--- config.mk ---
export PLATFORM = sky130hd
export DESIGN_NAME = ts_meas_seq_flat
export DESIGN_NICKNAME = d
export VERILOG_FILES = /design/src/rtl/ts_pkg.sv /design/src/rtl/ts_meas_seq_if.sv /design/src/rtl/ts_clk_div.sv /design/src/rtl/ts_meas_seq.sv /design/src/flat_wrapper.sv
export SDC_FILE = /design/constraint.sdc
export NUM_CORES = 1
export LEC_CHECK = 0
export CAP_MARGIN = 20
export CORE_AREA = 3 3 118 120
export CTS_BUF_LIST = sky130_fd_sc_hd__clkbuf_16
export CTS_CLUSTER_DIAMETER = 80
export CTS_CLUSTER_SIZE = 40
export DETAILED_ROUTE_END_ITERATION = 7
export DIE_AREA = 0 0 121 123
export PLACE_DENSITY = 0.6
export SYNTH_ARGS = -nofsm -noshare
export SYNTH_HDL_FRONTEND = slang
export SYNTH_SLANG_ARGS = --single-unit
export TNS_END_PERCENT = 30
--- constraint.sdc ---
create_clock -name clk -period 7.1 [get_ports clk]
set_clock_uncertainty 0.05 [all_clocks]
set_input_delay 1.42 -clock clk [delete_from_list [all_inputs] [get_ports clk]]
set_output_delay 1.42 -clock clk [all_outputs]
set_load 0.02 [all_outputs]
--- src/rtl/ts_pkg.sv ---
// Shared types and constants for the temperature-sensor measurement sequencer.
// Latency: n/a (types, constants, and one combinational helper function).
// Backpressure: n/a.
package ts_pkg;

    typedef enum logic [2:0] {
        ST_IDLE,
        ST_SETTLE,
        ST_START,
        ST_CONV,
        ST_ACCUM,
        ST_DONE
    } state_t;

    localparam logic ERR_TIMEOUT = 1'b0;
    localparam logic ERR_LOCK    = 1'b1;

    localparam int DEF_CLK_DIV     = 25;   // 16 MHz / (2*25) = 320 kHz
    localparam int DEF_SETTLE_CYC  = 64;
    localparam int DEF_TIMEOUT_CYC = 4096;

    // Average plus signed 4-bit trim, clamped to the 8-bit code range.
    function automatic logic [7:0] trim_sat(input logic [11:0] avg, input logic [3:0] off);
        logic signed [13:0] sum;
        sum = signed'({2'b00, avg}) + signed'({{10{off[3]}}, off});
        if (sum < 0)
            return 8'd0;
        else if (sum > 14'sd255)
            return 8'd255;
        else
            return sum[7:0];
    endfunction

endpackage

--- src/rtl/ts_meas_seq_if.sv ---
// Result channel of the measurement sequencer (valid/ready handshake).
// Latency: n/a (wiring only).
// Backpressure: res_data is held while res_valid is high and res_ready is low.
// Ports: res_data (8b code), res_valid (producer), res_ready (consumer).
interface ts_meas_seq_if;
    logic [7:0] res_data;
    logic       res_valid;
    logic       res_ready;

    modport master (output res_data, output res_valid, input res_ready);
    modport slave  (input res_data, input res_valid, output res_ready);
endinterface

--- src/rtl/ts_clk_div.sv ---
// Sensor conversion clock divider: ts_clk toggles every DIV enabled cycles, starting low.
// Latency: first toggle DIV cycles after clear is released with enable high.
// Backpressure: none; clear has priority over enable.
// Ports: clk, RSTn, enable, clear, ts_clk.
module ts_clk_div #(
    parameter int DIV = 25
) (
    input  logic clk,
    input  logic RSTn,
    input  logic enable,
    input  logic clear,
    output logic ts_clk
);

    logic [15:0] cnt;

    always_ff @(posedge clk or negedge RSTn) begin
        if (!RSTn) begin
            cnt    <= '0;
            ts_clk <= 1'b0;
        end else if (clear) begin
            cnt    <= '0;
            ts_clk <= 1'b0;
        end else if (enable) begin
            if (cnt == 16'(DIV - 1)) begin
                cnt    <= '0;
                ts_clk <= ~ts_clk;
            end else begin
                cnt <= cnt + 16'd1;
            end
        end
    end

endmodule

--- src/rtl/ts_meas_seq.sv ---
// Temperature-sensor sequencer: settle, start, 2N chopped conversions, average + trim, result.
// Latency: SETTLE_CYC + 2*CLK_DIV cycles to first conversion; result one cycle after last sample.
// Backpressure: result held in DONE until res_valid && res_ready; new requests ignored meanwhile.
// Ports: clk, RSTn, FLOCK, meas_req, cfg_npairs, cfg_offset, A2D_TS_DETOK/DOUT in;
//        D2A_TS_EN/START_EN/CLK/CHOPPER_CLK out; res (result channel); busy, err, err_code.
module ts_meas_seq
    import ts_pkg::*;
#(
    parameter int CLK_DIV     = DEF_CLK_DIV,
    parameter int SETTLE_CYC  = DEF_SETTLE_CYC,
    parameter int TIMEOUT_CYC = DEF_TIMEOUT_CYC
) (
    input  logic       clk,
    input  logic       RSTn,
    input  logic       FLOCK,
    input  logic       meas_req,
    input  logic [1:0] cfg_npairs,
    input  logic [3:0] cfg_offset,
    input  logic       A2D_TS_DETOK,
    input  logic [7:0] A2D_TS_DOUT,
    output logic       D2A_TS_EN,
    output logic       D2A_TS_START_EN,
    output logic       D2A_TS_CLK,
    output logic       D2A_TS_CHOPPER_CLK,
    ts_meas_seq_if.master res,
    output logic       busy,
    output logic       err,
    output logic       err_code
);

    state_t      state, nxt;
    logic [15:0] cnt;
    logic        det_s1, det_s2, det_s3;
    logic        det_rise;
    logic [7:0]  sample;
    logic [11:0] acc, acc_next;
    logic [3:0]  nsamp;
    logic [4:0]  nsamp_tgt;
    logic        last_sample;
    logic [1:0]  npairs_q;
    logic [3:0]  offset_q;
    logic        chop;
    logic [7:0]  res_q;
    logic        err_set, err_code_set;
    logic        lock_abort;
    logic        in_conv;

    // det_s3 is only the edge-detect history; the synchronizer proper is s1/s2.
    assign det_rise    = det_s2 & ~det_s3;
    assign acc_next    = acc + {4'd0, sample};
    assign nsamp_tgt   = 5'd2 << npairs_q;
    assign last_sample = (({1'b0, nsamp} + 5'd1) == nsamp_tgt);
    assign in_conv     = (state == ST_CONV) || (state == ST_ACCUM);
    assign lock_abort  = !FLOCK && (state inside {ST_SETTLE, ST_START, ST_CONV, ST_ACCUM});

    always_comb begin
        nxt          = state;
        err_set      = 1'b0;
        err_code_set = ERR_TIMEOUT;
        case (state)
            ST_IDLE:   if (meas_req && FLOCK) nxt = ST_SETTLE;
            ST_SETTLE: if (cnt == 16'(SETTLE_CYC - 1)) nxt = ST_START;
            ST_START:  if (cnt == 16'(2 * CLK_DIV - 1)) nxt = ST_CONV;
            ST_CONV: begin
                // A completion in the final timeout cycle still counts as in time.
                if (det_rise) begin
                    nxt = ST_ACCUM;
                end else if (cnt == 16'(TIMEOUT_CYC - 1)) begin
                    nxt     = ST_IDLE;
                    err_set = 1'b1;
                end
            end
            ST_ACCUM:  nxt = last_sample ? ST_DONE : ST_CONV;
            ST_DONE:   if (res.res_ready) nxt = ST_IDLE;
            default:   nxt = ST_IDLE;
        endcase
        // Lock loss overrides everything, including a coincident timeout.
        if (lock_abort) begin
            nxt          = ST_IDLE;
            err_set      = 1'b1;
            err_code_set = ERR_LOCK;
        end
    end

    always_ff @(posedge clk or negedge RSTn) begin
        if (!RSTn) begin
            state    <= ST_IDLE;
            cnt      <= '0;
            det_s1   <= 1'b0;
            det_s2   <= 1'b0;
            det_s3   <= 1'b0;
            sample   <= '0;
            acc      <= '0;
            nsamp    <= '0;
            npairs_q <= '0;
            offset_q <= '0;
            chop     <= 1'b0;
            res_q    <= '0;
            err      <= 1'b0;
            err_code <= 1'b0;
        end else begin
            state  <= nxt;
            // Per-state cycle counter: restarts on every state change, so each
            // CONV entry (including from ACCUM) restarts the timeout window.
            cnt    <= (nxt != state) ? 16'd0 : cnt + 16'd1;
            det_s1 <= A2D_TS_DETOK;
            det_s2 <= det_s1;
            det_s3 <= det_s2;
            err    <= err_set;
            if (err_set)
                err_code <= err_code_set;

            if (state == ST_IDLE) begin
                chop <= 1'b0;
                if (nxt == ST_SETTLE) begin
                    npairs_q <= cfg_npairs;
                    offset_q <= cfg_offset;
                    acc      <= '0;
                    nsamp    <= '0;
                end
            end

            if (state == ST_CONV && det_rise)
                sample <= A2D_TS_DOUT;

            if (state == ST_ACCUM) begin
                acc   <= acc_next;
                nsamp <= nsamp + 4'd1;
                chop  <= ~chop;
                if (last_sample)
                    res_q <= trim_sat(acc_next >> ({1'b0, npairs_q} + 3'd1), offset_q);
            end
        end
    end

    // The divider runs continuously across CONV/ACCUM so the sensor clock never
    // glitches between conversions; it is cleared everywhere else.
    ts_clk_div #(.DIV(CLK_DIV)) u_clk_div (
        .clk    (clk),
        .RSTn   (RSTn),
        .enable (in_conv),
        .clear  (!in_conv),
        .ts_clk (D2A_TS_CLK)
    );

    assign D2A_TS_EN          = (state != ST_IDLE);
    assign D2A_TS_START_EN    = (state == ST_START);
    assign D2A_TS_CHOPPER_CLK = chop;
    assign busy               = (state != ST_IDLE);
    assign res.res_valid      = (state == ST_DONE);
    assign res.res_data       = res_q;

endmodule

--- src/flat_wrapper.sv ---
// flat-port wrapper written by rule: the top's interface ports become plain ports
module ts_meas_seq_flat import ts_pkg::*;
#(
    parameter int CLK_DIV     = DEF_CLK_DIV,
    parameter int SETTLE_CYC  = DEF_SETTLE_CYC,
    parameter int TIMEOUT_CYC = DEF_TIMEOUT_CYC
)
  (clk, RSTn, FLOCK, meas_req, cfg_npairs, cfg_offset, A2D_TS_DETOK, A2D_TS_DOUT, D2A_TS_EN, D2A_TS_START_EN, D2A_TS_CLK, D2A_TS_CHOPPER_CLK, busy, err, err_code, res_res_data, res_res_valid, res_res_ready);
  ts_meas_seq_if res_i ();
  input  logic clk;
  input  logic RSTn;
  input  logic FLOCK;
  input  logic meas_req;
  input  logic [1:0] cfg_npairs;
  input  logic [3:0] cfg_offset;
  input  logic A2D_TS_DETOK;
  input  logic [7:0] A2D_TS_DOUT;
  output logic D2A_TS_EN;
  output logic D2A_TS_START_EN;
  output logic D2A_TS_CLK;
  output logic D2A_TS_CHOPPER_CLK;
  output logic busy;
  output logic err;
  output logic err_code;
  output wire logic [$bits(res_i.res_data)-1:0] res_res_data;
  output wire logic [$bits(res_i.res_valid)-1:0] res_res_valid;
  input wire logic [$bits(res_i.res_ready)-1:0] res_res_ready;
  assign res_res_data = res_i.res_data;
  assign res_res_valid = res_i.res_valid;
  assign res_i.res_ready = res_res_ready;
  ts_meas_seq #(.CLK_DIV(CLK_DIV), .SETTLE_CYC(SETTLE_CYC), .TIMEOUT_CYC(TIMEOUT_CYC)) u_core (.clk(clk), .RSTn(RSTn), .FLOCK(FLOCK), .meas_req(meas_req), .cfg_npairs(cfg_npairs), .cfg_offset(cfg_offset), .A2D_TS_DETOK(A2D_TS_DETOK), .A2D_TS_DOUT(A2D_TS_DOUT), .D2A_TS_EN(D2A_TS_EN), .D2A_TS_START_EN(D2A_TS_START_EN), .D2A_TS_CLK(D2A_TS_CLK), .D2A_TS_CHOPPER_CLK(D2A_TS_CHOPPER_CLK), .res(res_i), .busy(busy), .err(err), .err_code(err_code));
endmodule
==> results_dict.tcl <==
set metrics [dict create \
    yosysTopAreaCell "dfrtp_1" \
    clock-root-buffer "clkbuf_16" \
    ys_top_cells_by_area "dfrtp_1 (41%), ha_1 (6.4%), nor2_1 (4.9%)" \
    finish.utilization 0.4341 \
    synth_common_cells "dfrtp_1 (80), nor2_1 (63), nand2_1 (48)" \
    dr.pass1.iters 5 \
    critPathMostFrequentCell "a211oi_1" \
    path_clk_slew_ns 0.06 \
    initial_core_util 0.3721 \
    async_reset_ff_frac 1.000 \
    drive_gt1_frac 0.08333 \
    synthCells 518 \
    synth_edf_count 0 \
    synth_nets 565 \
    synth_most_common_cell "dfrtp_1" \
    wire_per_inst_um 14.27 \
    syn_area_per_cell_um2 9.398 \
    max_stage_delay_ns 0.55 \
    setup_tns_ns 0 \
    timing.final.crit_share 0.6682 \
    antenna_left 0 \
    gp_congestion 0.9030 \
    slew_violations 0 \
    clock-sinks 80 \
    cts.hold.buffers_added 0 \
    grt_pass1_vias 3743 \
    p_per_area_nw_per_um2 372.4 \
    grt.total_usage 0.1451 \
    rsz0062_at_grt "no" \
    start_kind "flop" \
    num_rows 42 \
    ys_types 59 \
    cts_buffers 9 \
    hold_path_class "reg -> reg" \
    antenna_found_initial 0 \
    boundaryPins 36 \
    hold_viol 0 \
    worstSetupPathType "reg -> reg" \
    cts_resized 0 \
    fillCellCount 1267 \
    hpwlAfterDp_um 7505 \
    die_h_um 123 \
    port_buffers 35 \
    viasPerCell 5.282 \
    grt_pass1_wl_um 17730 \
    leakage_nw 2.469 \
    syn_to_final_growth_pct 16.68 \
    die_area_um2 14880 \
    dr_total_vias 3845 \
    drt_iter0_drc 241 \
    instances_no_fill 728 \
    n_antenna_cell 0 \
    clk_latency_ns 0.34 \
    crit_arrival_ns 4.90 \
    clockBufferDepth 2 \
    synth-seq-cells 80 \
    die_w_um 121 \
    worst-path-max-fanout 8 \
    layout_min_cycle_time_ns 4.744 \
    setup_violations 0 \
    yosysSeqAreaShare 0.4112 \
    slew_headroom 0.3713 \
    yosysWarnings 0 \
    synth_area_um2 4868 \
    slowest_stage "or3b_2" \
    drc 0 \
    routed_wl_um 10390 \
    htreeDepth 3 \
    worst_pin_slew_ns 0.9396 \
    fin_nets 594 \
    worst_setup_path_end_kind "flop" \
    cap_violations 0 \
    irDropWorstVdd_mv 0.1384 \
    design.core.area_um2 13090 \
    grt_max_degree 81 \
    yosysTopAreaCellShare 0.4112 \
    synth_flop_cell "dfrtp_1" \
    grt-ovfl-total 0 \
    worstPathCellList "ha_1 -> fa_1 -> a211oi_1 -> o21ai_0 -> a211oi_1 -> nor2_1 -> xor2_1 -> a21oi_1 -> mux2i_1 -> ha_1 -> and3_1 -> a221oi_1 -> nand2_1 -> a211oi_1 -> or3b_2 -> o21ai_0 -> a21oi_1" \
    fmax_mhz 210.8 \
    outcome "finished, final reports clean" \
    cts_tree "yes" \
    worstPathRequired_ns 7.26 \
    dpl.cell_count 711 \
    whs_ns 0.2991 \
    postCtsSetupRepairBufs 0 \
    finalPower_mw 2.116 \
]
logic make-up (layout without fill, tap and decap cells):
| family | count (synthesis) | count (layout) | share of synthesized area |
|---|---|---|---|
| AOI/OAI and AO/OA | 115 | 115 | 0.1516 |
| xor gates and xnor gates | 49 | 49 | 0.08815 |
| adders and majority gates | 27 | 27 | 0.07248 |
| buffers and inverters | 36 | 70 | 0.03341 |
| DFF | 80 | 80 | 0.4112 |
| muxes | 23 | 23 | 0.05808 |
| and+or+nand+nor | 188 | 188 | 0.1850 |
stage by stage:
stage | instance area [µm²] | setup slack [ns]
after CTS | 5653 | 2.349
after detailed placement | 5349 | 2.351
final | 5680 | 2.356
after global placement | 5349 | 2.458
after global routing | 5680 | 1.849
after floorplan | 4868 | 2.698
placed cells by master, fill, tap and decap left out, drive strengths merged, types with 4 or more instances in the layout:
cell type and n:
nand3 14, nor4 4, and3 5, a211oi 6, a21o 5, mux2 12
or3 7, xnor2 23, clkbuf 9, ha 25, inv 19, xor2 26
nor2b 9, o21ai 37, nor3 7, nand4 9, a21oi 29, nor2 63
dfrtp 80, clkdlybuf4s50 34, nand2 48, o31ai 4, o22ai 6, nand2b 9
buf 4, mux2i 8
flip-flops by register name, summed over array words and instances (netlist names):
| signal | cells |
|---|---|
| u_core.err_code | 1 |
| u_core.D2A_TS_CHOPPER_CLK | 1 |
| u_core.offset_q | 4 |
| u_core.det_s3 | 1 |
| u_core.npairs_q | 2 |
| u_core.cnt | 16 |
| u_core.nsamp | 4 |
| u_core.state | 3 |
| u_core.err | 1 |
| u_core.u_clk_div.ts_clk | 1 |
| u_core.det_s2 | 1 |
| u_core.acc | 12 |
| u_core.res.res_data | 8 |
| u_core.u_clk_div.cnt | 16 |
| u_core.det_s1 | 1 |
| u_core.sample | 8 |
final timing paths:
kind,startpoint,end,slack [ns],depth (start not counted)
worst max-delay path,u_core.acc[0]$_DFFE_PN0P_,u_core.res.res_data[5]$_DFFE_PN0P_,2.36,17
worst min-delay path,u_core.det_s1$_DFF_PN0_,u_core.det_s2$_DFF_PN0_,0.30,0
worst max register to register,u_core.acc[0]$_DFFE_PN0P_,u_core.res.res_data[5]$_DFFE_PN0P_,2.36,17
worst min register to register,u_core.det_s1$_DFF_PN0_,u_core.det_s2$_DFF_PN0_,0.30,0
max in group asynchronous,RSTn,u_core.acc[8]$_DFFE_PN0P_,5.58,2
min in group asynchronous,RSTn,u_core.u_clk_div.cnt[9]$_DFF_PN0_,0.84,1
power by group:
| part | internal, mW | total [mW] | switching (mW) |
|---|---|---|---|
| clock network | 0.277 | 0.478 | 0.201 |
| logic | 0.449 | 0.996 | 0.547 |
| registers | 0.532 | 0.642 | 0.110 |
| total | 1.26 | 2.12 | 0.858 |
critical path: cells and delay by family, from the launching register on:
family | cells | cell delay (ns)
flops | 1 | 0.38
xor+xnor | 1 | 0.16
mux | 1 | 0.11
fa+ha+maj | 3 | 1.00
compound gates | 8 | 1.93
simple gates | 4 | 0.98
area by class of cell:
cell class	count	area (µm²)	area share
clock inverter	7	78.83	0.01388
tap	176	220.2	0.03877
multi-input combinational	402	2704	0.4760
timing repair buffer	38	390.4	0.06872
clock buffer	9	225.2	0.03965
inverter	16	60.06	0.01057
sequential	80	2002	0.3524
layer usage:
layer	share of wire	GRT usage	wire, µm
met2	0.46	0.2383	4755
met3	0.028	0.02196	290
met5	0	0	0
met1	0.49	0.1945	5142
met4	0.019	0.05453	201
Note: power is estimated with default switching activity, not from simulation.
